$ cat src/rtl/mont_pkg.sv
// Shared constants and FSM state type for the Montgomery reduction scheduler.
// Optional range checking is enabled in the top level with MONT_SCHED_RANGE_CHK_EN.
package mont_pkg;

    localparam int Q_DEFAULT = 3329;
    localparam int R_BITS    = 12;
    localparam int X_W       = 26;
    localparam int Y_W       = 15;

    typedef enum logic [1:0] {
        ST_IDLE  = 2'd0,
        ST_RUN   = 2'd1,
        ST_DRAIN = 2'd2
    } state_t;

endpackage

$ cat src/rtl/mont_tag_pipe.sv
// Fixed-depth pipe that carries each issued operation's requester tag in step
// with the shared reducer latency.
module mont_tag_pipe #(
    parameter int DEPTH = 4,
    parameter int TAG_W = 2
) (
    input  logic             clk,
    input  logic             rst_n,
    input  logic             in_valid,
    input  logic [TAG_W-1:0] in_tag,
    output logic             out_valid,
    output logic [TAG_W-1:0] out_tag,
    output logic             busy,
    output logic             drained
);

    logic [DEPTH-1:0] vld;
    logic [TAG_W-1:0] tag [DEPTH];

    always_ff @(posedge clk) begin
        if (!rst_n) begin
            vld <= '0;
        end else begin
            vld[0] <= in_valid;
            for (int i = 1; i < DEPTH; i++) begin
                vld[i] <= vld[i-1];
            end
        end
    end

    always_ff @(posedge clk) begin
        tag[0] <= in_tag;
        for (int i = 1; i < DEPTH; i++) begin
            tag[i] <= tag[i-1];
        end
    end

    assign out_valid = vld[DEPTH-1];
    assign out_tag   = tag[DEPTH-1];
    assign busy      = |vld;

    // Empty after the next edge: only the final stage (if anything) is occupied.
    always_comb begin
        drained = !in_valid;
        for (int i = 0; i < DEPTH - 1; i++) begin
            if (vld[i]) drained = 1'b0;
        end
    end

endmodule

$ cat src/rtl/mont_reduce_sched.sv
// Round-robin scheduler sharing one fixed-latency Montgomery reducer among
// NUM_REQ requesters; define MONT_SCHED_RANGE_CHK_EN to flag operands >= Q*2^12.
module mont_reduce_sched
    import mont_pkg::*;
#(
    parameter int NUM_REQ = 4,
    parameter int LAT     = 4,
    parameter int Q       = Q_DEFAULT
) (
    input  logic                   clk,
    input  logic                   rst_n,
    input  logic [NUM_REQ-1:0]     req_valid,
    input  logic [NUM_REQ*X_W-1:0] req_x,
    output logic [NUM_REQ-1:0]     req_ready,
    output logic                   red_en,
    output logic [X_W-1:0]         red_x,
    input  logic [Y_W-1:0]         red_y,
    input  logic                   red_valid,
    output logic [NUM_REQ-1:0]     rsp_valid,
    output logic [R_BITS-1:0]      rsp_y,
    input  logic                   flush,
    output logic                   flush_done,
    output logic [1:0]             err,
    output state_t                 dbg_state
);

    // Valid/ready: a requester holds req_valid and its req_x slice stable until
    // a cycle where req_valid[i] && req_ready[i]; that cycle is the transfer.
    localparam int TW = $clog2(NUM_REQ);
    localparam int GW = $clog2(LAT + 1);
    localparam logic [Y_W-1:0] Q_Y = Y_W'(Q);

    state_t          state;
    logic [TW-1:0]   ptr;
    logic [TW-1:0]   gnt_idx;
    logic [TW-1:0]   issue_tag;
    logic [TW-1:0]   out_tag;
    logic            gnt_any;
    logic            grant_ok;
    logic            xfer;
    logic            out_valid;
    logic            pipe_busy;
    logic            pipe_drained;
    logic [X_W-1:0]  x_sel;
    logic [R_BITS-1:0] y_corr;
    logic            err_sync;
    logic            err_range;
    logic [GW-1:0]   guard;

    always_comb begin
        logic [TW:0] sum;
        gnt_any = 1'b0;
        gnt_idx = '0;
        sum     = '0;
        for (int k = 0; k < NUM_REQ; k++) begin
            sum = {1'b0, ptr} + (TW+1)'(k);
            if (sum >= (TW+1)'(NUM_REQ)) sum = sum - (TW+1)'(NUM_REQ);
            if (!gnt_any && req_valid[sum[TW-1:0]]) begin
                gnt_any = 1'b1;
                gnt_idx = sum[TW-1:0];
            end
        end
    end

    assign grant_ok = (state == ST_RUN) && !flush;
    assign xfer     = grant_ok && gnt_any;

    always_comb begin
        req_ready = '0;
        if (xfer) req_ready[gnt_idx] = 1'b1;
    end

    always_comb begin
        x_sel = '0;
        for (int i = 0; i < NUM_REQ; i++) begin
            if (gnt_idx == TW'(i)) x_sel = req_x[i*X_W +: X_W];
        end
    end

    always_comb begin
        y_corr = (red_y >= Q_Y) ? R_BITS'(red_y - Q_Y) : R_BITS'(red_y);
    end

    always_ff @(posedge clk) begin
        if (!rst_n) begin
            state <= ST_IDLE;
            ptr   <= '0;
        end else begin
            case (state)
                ST_IDLE:  if (!flush)      state <= ST_RUN;
                ST_RUN:   if (flush)       state <= ST_DRAIN;
                ST_DRAIN: if (pipe_drained) state <= ST_IDLE;
                default:                   state <= ST_IDLE;
            endcase
            if (xfer) ptr <= (gnt_idx == TW'(NUM_REQ - 1)) ? '0 : gnt_idx + 1'b1;
        end
    end

    // The guard hides red_valid strobes belonging to operations dropped by reset.
    always_ff @(posedge clk) begin
        if (!rst_n) begin
            red_en    <= 1'b0;
            red_x     <= '0;
            issue_tag <= '0;
            rsp_valid <= '0;
            rsp_y     <= '0;
            err_sync  <= 1'b0;
            guard     <= GW'(LAT);
        end else begin
            red_en <= xfer;
            if (xfer) begin
                red_x     <= x_sel;
                issue_tag <= gnt_idx;
            end
            rsp_valid <= '0;
            if (out_valid && red_valid) begin
                rsp_valid[out_tag] <= 1'b1;
                rsp_y              <= y_corr;
            end
            if (guard != '0) guard <= guard - 1'b1;
            else if (out_valid != red_valid) err_sync <= 1'b1;
        end
    end

`ifdef MONT_SCHED_RANGE_CHK_EN
    localparam int unsigned X_LIMIT = Q << R_BITS;

    always_ff @(posedge clk) begin
        if (!rst_n) begin
            err_range <= 1'b0;
        end else if (xfer && (32'(x_sel) >= X_LIMIT)) begin
            err_range <= 1'b1;
        end
    end
`else
    assign err_range = 1'b0;
`endif

    mont_tag_pipe #(
        .DEPTH (LAT),
        .TAG_W (TW)
    ) u_tag_pipe (
        .clk       (clk),
        .rst_n     (rst_n),
        .in_valid  (red_en),
        .in_tag    (issue_tag),
        .out_valid (out_valid),
        .out_tag   (out_tag),
        .busy      (pipe_busy),
        .drained   (pipe_drained)
    );

    assign flush_done = !rst_n || ((state == ST_IDLE) && !pipe_busy && !red_en);
    assign err        = {err_range, err_sync};
    assign dbg_state  = state;

endmodule
$ cat config.mk
export PLATFORM = sky130hd
export DESIGN_NAME = mont_reduce_sched
export DESIGN_NICKNAME = d
export VERILOG_FILES = /design/src/rtl/mont_pkg.sv /design/src/rtl/mont_tag_pipe.sv /design/src/rtl/mont_reduce_sched.sv
export SDC_FILE = /design/constraint.sdc
export NUM_CORES = 1
export LEC_CHECK = 0
export ABC_AREA = 1
export CORE_UTILIZATION = 30
export DETAILED_ROUTE_END_ITERATION = 7
export PLACE_DENSITY = 0.75
export SYNTH_ARGS = -nofsm -noshare
export SYNTH_HDL_FRONTEND = slang
export SYNTH_SLANG_ARGS = --single-unit
export TNS_END_PERCENT = 20
$ cat constraint.sdc
create_clock -name clk -period 2.7 [get_ports clk]
set_input_delay 0.54 -clock clk [delete_from_list [all_inputs] [get_ports clk]]
set_output_delay 0.54 -clock clk [all_outputs]
set_load 0.005 [all_outputs]
# After elaboration in Yosys (flattened, before gate mapping)
# Memory sizes are Yosys's and may differ from the RTL's.
# Index checks and enable logic that the tools add are counted.
totals:
  inputBits: 127
  output_inout_bits: 52
  regBits: 57
  n_memories: 1
  word_cells: 107
  ram_bits: 8
op_classes:
  mux: 38
  add_sub_neg: 10
  eq_ne: 9
  order_cmp: 13
  bitwise_logic: 1
  n_reduce_logical: 25
memory_table:
  columns: ["name", "words", "word_bits", "read_ports", "rd_clocked_by_memory_dff", "wr", "line_no", "rtl"]
  rows:
  - ["u_tag_pipe.tag", 4, 2, 4, 0, 4, "mont_tag_pipe.sv:18", "logic [TAG_W-1:0] tag [DEPTH];"]
op_table:
  columns: ["cell", "n"]
  rows:
  - ["26-bit two-way mux", 4]
  - ["2-bit two-way mux", 12]
  - ["2-bit by 3-bit < comparator with 1-bit output (second input constant)", 6]
  - ["15-bit by 12-bit greater-or-equal comparator with 1-bit output (second input constant)", 1]
  - ["1-bit two-way mux", 13]
  - ["12-bit two-way mux", 1]
  - ["12-bit subtractor (second input constant)", 1]
  - ["1-bit logical AND", 10]
  - ["3-bit greater-or-equal comparator (second input constant)", 3]
  - ["1-bit binary-select mux with 2-bit select", 4]
  - ["2-bit by 1-bit subtractor with 2-bit output (second input constant)", 4]
  - ["1-bit logical NOT", 7]
  - ["2-bit by 2-bit adder with 3-bit output (second input constant)", 2]
  - ["2-bit equality test (second input constant)", 3]
  - ["2-bit inequality test (second input constant)", 3]
  - ["2-bit one-hot mux with 3 select lines", 1]
  - ["1-bit demux with 2-bit select", 2]
  - ["2-bit by 1-bit equality test with 1-bit output (second input constant)", 2]
  - ["2-bit by 1-bit greater-or-equal comparator with 1-bit output (second input constant)", 2]
  - ["2-bit logical NOT", 2]
  - ["4-bit two-way mux", 1]
  - ["2-bit AND reduction", 2]
  - ["4-bit OR reduction", 1]
  - ["2-bit by 1-bit adder with 3-bit output (second input constant)", 1]
  - ["8 further kinds", 8]

# Longest topological paths before layout
depth:
  depth_word: 19
  depth_mapped: 23
  mapped_depth_nobuf: 21

# Cells and area by module
# A second synthesis with hierarchy kept.
unflattened:
  hier_cells: 654
  area_unflattened_um2: 3918.8
modules_own_cells:
  columns: ["mod", "cells_each", "seq_area_each_um2", "area_each_um2", "n_inst"]
  rows:
  - ["mont_reduce_sched", 625, 1061.0, 3613.5, 1]
  - ["mont_tag_pipe", 29, 240.2, 305.3, 1]

# Worst setup path after synthesis
# No wires, ideal clock.
synth_path:
  path_kind: "input-to-output"
  start: "in req_valid[3]"
  end: "out req_ready[1]"
  slack_ps: -8
  path_buffers: 2
  path_stages: 14
  required_time_ps: 2160
  arrival_time_ps: 2168
  cell_sequence: "inv_1 nand2_1 nand3_1 nand2_2 inv_1 nand2_1 nand2_1 nand2_1 a21oi_1 ha_1 clkbuf_1 buf_1 inv_1 nor2_1"
synth_between:
  elab_chain_len: 17
  word_cells_on_any_way: 29
  cone_classes: "2 x order compare; 19 x mux; 8 x reduce/logical"
synth_rtl:
  columns: ["element", "line_no", "rtl"]
  rows:
  - ["from (decl)", "mont_reduce_sched.sv:12", "input logic [NUM_REQ-1:0] req_valid,"]
  - ["1-bit binary-select mux with 2-bit select", "mont_reduce_sched.sv:58", "if (!gnt_any && req_valid[sum[TW-1:0]]) begin"]
  - ["1-bit two-way mux (not written as such)", "mont_reduce_sched.sv:58", null]
  - ["1-bit two-way mux", "mont_reduce_sched.sv:58", null]
  - ["1-bit logical NOT", "mont_reduce_sched.sv:58", null]
  - ["1-bit logical AND", "mont_reduce_sched.sv:58", null]
  - ["1-bit two-way mux", "mont_reduce_sched.sv:58", null]
  - ["1-bit logical NOT", "mont_reduce_sched.sv:58", null]
  - ["1-bit logical AND", "mont_reduce_sched.sv:58", null]
  - ["[... 2 more ...]", null, null]
  - ["1-bit logical AND", "mont_reduce_sched.sv:58", null]
  - ["2-bit two-way mux *", "mont_reduce_sched.sv:58", null]
  - ["named net gnt_idx[0]", "mont_reduce_sched.sv:35", "logic [TW-1:0] gnt_idx;"]
  - ["2-bit by 3-bit < comparator with 1-bit output (not written as such) or 2-bit by 1-bit greater-or-equal comparator with 1-bit output (tied branches)", "mont_reduce_sched.sv:70", "if (xfer) req_ready[gnt_idx] = 1'b1;"]
  - ["1-bit logical AND (not written as such)", "mont_reduce_sched.sv:70", null]
  - ["1-bit two-way mux (not written as such)", "mont_reduce_sched.sv:70", null]
  - ["1-bit demux with 2-bit select *", "mont_reduce_sched.sv:70", null]
  - ["4-bit two-way mux *", "mont_reduce_sched.sv:70", null]
  - ["to (decl)", "mont_reduce_sched.sv:14", "output logic [NUM_REQ-1:0] req_ready,"]
# The timed path passes the listed nets; every way through them passes the cells marked *. The select of a mux whose other input is x is not followed.

# Worst setup path after layout
layout_path:
  start: "in req_valid[3]"
  end: "out req_ready[2]"
# Same word-level chain as after synthesis.

==> flow_summary_export.csv <==
group,metric,value,unit
logic_synthesis,synth_top_cell_area_share,0.332,
routing,drt_pass1_iterations,4,
pwr,power_density,549,nW/um^2
logic_synthesis,synth-seq-cells,65,
logic_synthesis,muxShareOfSynthArea,0,
final_layout,fillCellCount,1221,
final_layout,seq_area,1310,sq um
final_layout,drive_gt1_frac,0.151,
logic_synthesis,yosysTopAreaCell,"dfxtp_1",
sta,fin_skew,0.0103,ns
clocking,cts_root_buf,"clkbuf_16",
place,dp.cells,985,
global_route,grt_pass1_vias,4149,
logic_synthesis,async_reset_ff_frac,0,
die,die_w,116,microns
place,dpl_cell_area,5940,sq um
routing,via_per_inst,4.54,
sta,period_share,1.03,
logic_synthesis,syn_avg_cell_area,6.04,sq um
pwr,p_leak,3.02,nW
logic_synthesis,synth-compound-area-share,0.132,
sta,holdWs,0.323,ns
logic_synthesis,synthTopCellsByArea,"dfxtp_1 (33%), nand2_1 (21%), nor2_1 (9.2%)",
final_layout,layout.nets,973,
place,port_buffers,177,
final_layout,final_area,6720,sq um
worst_hold_path,worstHoldPathType,"flip-flop to flip-flop",
critical_path,endpoint_kind,"output port",
critical_path,regToRegSetupSlack,0.02,ns
logic_synthesis,ys_seq_area_frac,0.332,
logic_synthesis,synth_edf_count,0,
clocking,cts_tree,"built",
place,post-dp-hpwl,9280,microns
final_layout,finalNonFillerCells,1014,
place,gp_congestion,0.850,
worst_hold_path,min_from,"u_tag_pipe.tag[2][0]",
critical_path,start_kind,"primary input",
sta,min_period,2.79,ns
clocking,cts.path.max_buffers,2,
logic_synthesis,yosys.cell_count.top_type,"nand2_1",
sta,hold_viol,0,
routing,drc,0,
clocking,numCtsBuffers,9,
critical_path,arrival,2.25,ns
worst_hold_path,worst_hold_path.num_cells,0,
global_route,grt_pass1_wl,20200,microns
routing,drt_wl_total,13600,microns
critical_path,worst-path-max-fanout,3,
critical_path,worst_r2r_path_depth,22,
critical_path,r2r-end,"red_x[15]",
clocking,clk_pin_slew,0.06,ns
worst_hold_path,min_to,"u_tag_pipe.tag[3][0]",
clocking,worst_skew_pair.late_latency,0.33,ns
critical_path,cp_data_required_time,2.16,ns
logic_synthesis,synthFlopType,"dfxtp_1",
die,die-area,13500,sq um
outcome,violations,"negative setup slack",
routing,drt_iter0_markers,230,
logic_synthesis,yosysWarningCount,0,
routing,wl_per_cell,13.4,microns
pwr,peakVddDrop,263,uV
logic_synthesis,synthAdderAreaFrac,0.0287,
die,core_area,12700,sq um
outcome,outcome,"finished with violations",
die,io_pins,179,
final_layout,area_growth,71.4,%
global_route,antenna_found_initial,0,
final_layout,multi_input_area,2470,sq um
logic_synthesis,syn_nets,785,
die,die_h,116,microns
clocking,hold_buffers,0,
routing,ant_nets,0,
sta,report.final.slew_viol_count,0,
critical_path,r2r_start,"ptr[0]",
sta,fin_ws,-0.0940,ns
logic_synthesis,synth-simple-area-share,0.387,
routing,vias,4603,
logic_synthesis,synth_xor_area_frac,0.0134,
sta,rsz0062_at_grt,"true",
die,rows,41,
sta,max_freq,358,MHz
global_route,grt_start_max_net_pins,53,
logic_synthesis,synth_top_family_by_area,"simple AND/OR/NAND/NOR gates",
logic_synthesis,syn_area,3920,sq um
logic_synthesis,synthCells,649,
logic_synthesis,ys_types,32,
die,start_util,0.309,
final_layout,diodes,0,
clocking,h-tree-depth,3,
clocking,cts.sinks,65,
sta,finalSetupViolCount,3,
run,drv_cap,0,
logic_synthesis,netlist_top_cells_count,"nand2_1 (220), nor2_1 (96), dfxtp_1 (65), o21ai_0 (61), inv_1 (53)",
critical_path,path_class,"primary input to output port",
global_route,gr-total-overflow,0,
global_route,gr-usage-all-layers,0.193,
-- critical path, stage by stage --
cell           delay [ns]
dlygate4sd2_1        0.24
inv_1                0.08
nand2_2              0.10
nand3_4              0.10
nand2_2              0.08
nand3_2              0.09
nand2_1              0.07
nand2_1              0.08
nand2_2              0.07
a21oi_4              0.20
inv_2                0.10
buf_6                0.13
ha_4                 0.16
inv_4                0.06
nor2_2               0.03
buf_2                0.12
-- repair_timing --
item	4_1_cts	5_1_grt
gates resized for setup	69	66
buffers inserted	10	1
cloned	3	1
pin swaps	33	37
endpoints found under the setup margin	30	30
-- power by group --
group	internal (mW)	switching, mW
Combinational	0.712	0.735
Clock	0.732	0.461
Sequential	1.02	0.0329
Total	2.46	1.23
-- cell type report --
cell class              instances  area share
well taps                     172      0.0320
inverters                      58      0.0354
flip-flops and latches         65       0.195
repair buffers                214       0.325
clock buffers                   9      0.0335
multi-input cells             489       0.367
clock inverters                 7      0.0125
-- placed cells by master, fill, tap and decap left out, drive strengths merged, types with 2 or more instances in the layout --
master         synthesis  final
nor2                  99     99
buf                   19     40
clkinv                 1      2
dfxtp                 65     65
nand3                 25     25
nand4                 11     11
a21oi                 38     38
xor2                   5      5
nand2                228    228
dlygate4sd2            0      4
clkbuf                18     10
o21ai                 61     61
ha                     9      9
clkdlybuf4s50          0    168
inv                   57     61
nor3                   5      5
-- cell families after synthesis --
family | Yosys count
AOI/OAI and AO/OA | 102
xor gates and xnor gates | 6
adders and majority gates | 9
buffers and inverters | 95
DFF | 65
other | 1
and+or+nand+nor | 371
-- metal layers --
metal | wire length (microns) | part of all wire | track usage | vias to the layer above
li1 | - | - | - | 2419
met1 | 6150 | 0.45 | 0.254 | 2062
met2 | 6700 | 0.49 | 0.316 | 114
met3 | 563 | 0.042 | 0.0343 | 8
met4 | 142 | 0.010 | 0.0641 | 0
met5 | 0 | 0 | 0 | -
-- worst max path at each step --
stage,from,end,depth (start not counted)
after floorplan,req_valid[3],req_ready[2],15
final,req_valid[3],req_ready[2],16
after global routing,req_valid[3],req_ready[2],16
after CTS,ptr[0],req_ready[2],16
after detailed placement,req_valid[3],req_ready[1],13
after global placement,req_valid[3],req_ready[1],13
-- stage by stage --
step	worst slack, ns	setup TNS (ns)	utilization	total power, mW
2_1_floorplan	-0.00000666	-0.00000666	-	1.70
3_3_place_gp	-0.545	-12.96	0.469	2.19
3_5_place_dp	-0.580	-14.26	0.469	2.20
4_1_cts	-0.0135	-0.0447	0.516	3.66
5_1_grt	-0.187	-4.28	0.530	3.93
6_report	-0.0940	-0.212	0.530	3.69
-- flip-flops by register name, summed over array words and instances (netlist names) --
signal / count
dbg_state: 2
err_sync: 1
guard: 3
issue_tag: 2
ptr: 2
red_en: 1
red_x: 26
rsp_valid: 4
rsp_y: 12
u_tag_pipe.tag: 8
u_tag_pipe.vld: 4
Note: power is estimated with default switching activity, not from simulation.
==> RTL edit (config.mk and constraints unchanged) <==
Register the output `dbg_state` once more, without a reset; this adds one clock of latency there. The other outputs are not delayed to match.
--- a/src/rtl/mont_reduce_sched.sv
+++ b/src/rtl/mont_reduce_sched.sv
@@ -152,6 +152,8 @@
 
     assign flush_done = !rst_n || ((state == ST_IDLE) && !pipe_busy && !red_en);
     assign err        = {err_range, err_sync};
-    assign dbg_state  = state;
+    always_ff @(posedge clk) begin
+        dbg_state <= state;
+    end
 
 endmodule
Check against the original RTL: not equivalent (Yosys sat finds a counterexample within 4 cycles, from zero or initial values and one cycle with rst_n low).
==> RTL edit against the unedited design <==
  * The run still ends with setup timing left
  * Area after synthesis rose by 0.99%
  * Combinational power shrank 3%
  * Wire length decreased by 3.0%
  * Power fell by 2.9%
  * Die area up 0.97%
  * Worst setup slack got worse by 0.11 ns
  * Sequential cell count grew 2
  * Design area is 0.54% higher
  * Critical path type is now reg2out
==> RTL edit: results (changes against the unedited design) <==
[grt]
grt_pass1_wl_um=19500  ; -3.5%
grt_max_degree=53  ; unchanged
grt_pass1_vias=4088  ; -1.5%
grtUsageTotal_pct=18.3  ; -0.94 points
antenna_found_initial=0  ; unchanged

[worst_setup_path]
cpMaxStageDelayCell=dfxtp_4
startpoint=ptr[0]$_SDFFE_PN0P_
critPathMaxStageDelay_ns=0.36  ; +0.12 ns
cp_max_fo=8  ; +5
arrival_ns=2.37  ; +0.12 ns

[placed_design]
placed_area_um2=5940  ; about the same
dp_hpwl_um=9180  ; -1.2%
portBuffers=177  ; unchanged
place.gp.congestion=0.849  ; about the same
pre_cts_ws_ns=-0.618  ; -0.0382 ns

[yosys]
yosysTopAreaCell=dfxtp_1
ys_async_sr_fraction_pct=0  ; unchanged
ys.warnings.count=0  ; unchanged
synthTopCellsByArea=dfxtp_1, nand2_1, nor2_1
syn_avg_cell_area_um2=6.08  ; +0.68%
synth-seq-area-share_pct=33.9  ; +0.69 points
synth_fp_nets=787  ; +0.25%
synth_cell_types=32  ; unchanged
ys.flop_type=dfxtp_1
synth_common_cells=nand2_1, nor2_1, dfxtp_1

[power_and_ir_drop]
internal_power_mw=2.44  ; -0.75%
irDropWorstVdd_v=0.000265  ; +0.83%
leakagePower_nw=3.04  ; +0.73%

[status]
status=finished with violations
violations=setup timing

[cells_and_area]
multi_input_area_um2=2490  ; +0.91%
finalNetCount=979  ; +0.62%
n_fill_cell=1274  ; +4.3%
stdcell_count=1019  ; +0.49%
diodes=0  ; unchanged
drive_gt1_share_pct=15.1  ; +0.029 points

[drt]
wire_per_inst_um=12.9  ; -3.5%
dr.pass1.iters=6  ; +2
routed-wl-met2_um=6430  ; -4.0%
highest_layer=met4
dr_total_vias=4565  ; -0.83%
drtIter0Drc=290  ; +26%
dr_wl_met3_um=603  ; +7.1%
wl_met1_um=5870  ; -4.6%

[cts]
cts_made_buffers=9  ; unchanged
clkLatencyLatePin_ns=0.32
htreeDepth=3  ; unchanged
cts_root_buf=clkbuf_16
cts_buffer_depth=2  ; unchanged
cts.reportedPaths.clkPinSlew_ns=0.05

[timing]
skew_ns=0.00414  ; -0.00618 ns
setup_viol=27  ; +24
setup_slack_ns=-0.206  ; -0.112 ns
setup_tns_ns=-1.51  ; -1.30 ns

[min_path]
min-delay-start=u_tag_pipe.tag[0][0]$_DFF_P_
hp-class=reg2reg

==> RTL edit: cell count changes after synthesis <==
cell / unedited run / this run
buf_2: 8 / 7
clkbuf_1: 18 / 19
dfxtp_1: 65 / 67
==> RTL edit: logic make-up (layout without fill, tap and decap cells) <==
logic type / after synthesis / after routing / share of synthesized area (%)
compound gates: 102 / 102 / 13.1
xor+xnor: 6 / 6 / 1.33
buf+inv: 95 / 291 / 10.4
simple gates: 371 / 371 / 38.4
flops: 67 / 67 / 33.9
other cells: 1 / 1 / 0.0947
fa+ha+maj: 9 / 9 / 2.84
==> RTL edit: repair_timing <==
item | in CTS | in global routing
resized for setup | 50 | 79
pin swaps | 13 | 14
setup buffers | 12 | 7
cloned | 1 | 2
endpoints found under the setup margin | 30 | 30
==> RTL edit: worst paths after layout <==
kind                            slack (ns)                            to  cells past startpoint
worst max-delay path                 -0.21                  req_ready[2]                     17
worst min-delay path                  0.32  u_tag_pipe.tag[1][0]$_DFF_P_                      0
worst max register to register       -0.11        red_x[15]$_SDFFE_PN0P_                     22
worst min register to register        0.32  u_tag_pipe.tag[1][0]$_DFF_P_                      0
==> RTL edit: per-layer routing <==
metal  vias to the layer above  global-route usage (%)
li1                       2431                       -
met1                      1968                    24.0
met2                       146                    30.0
met3                        20                    2.83
met4                         0                    7.68
met5                         -                       0
==> RTL edit: layout make-up <==
class                           instances  share of cell area, %
Sequential cell                        67                   20.0
Timing Repair Buffer                  218                   32.4
Inverter                               58                   3.46
Clock inverter                          1                  0.111
Tap cell                              172                   3.18
Multi-Input combinational cell        489                   36.8
Clock buffer                           14                   4.05
==> RTL edit: power groups by stage <==
| stage | clock network (mW) | logic (mW) | registers [mW] |
|---|---|---|---|
| 4_1_cts | 1.12 | 1.22 | 1.08 |
| 3_5_place_dp | 0 | 1.09 | 1.10 |
| 6_report | 1.09 | 1.41 | 1.08 |
| 5_1_grt | 1.17 | 1.57 | 1.09 |
| 2_1_floorplan | 0 | 0.635 | 1.10 |
| 3_3_place_gp | 0 | 1.08 | 1.10 |
==> RTL edit: critical path, delay by kind of cell (launching register included) <==
kind	cells	cell delay (ns)
buffers and inverters	7	0.74
and+or+nand+nor	8	0.60
DFF	1	0.36
adders and majority gates	1	0.18
AOI/OAI and AO/OA	1	0.15
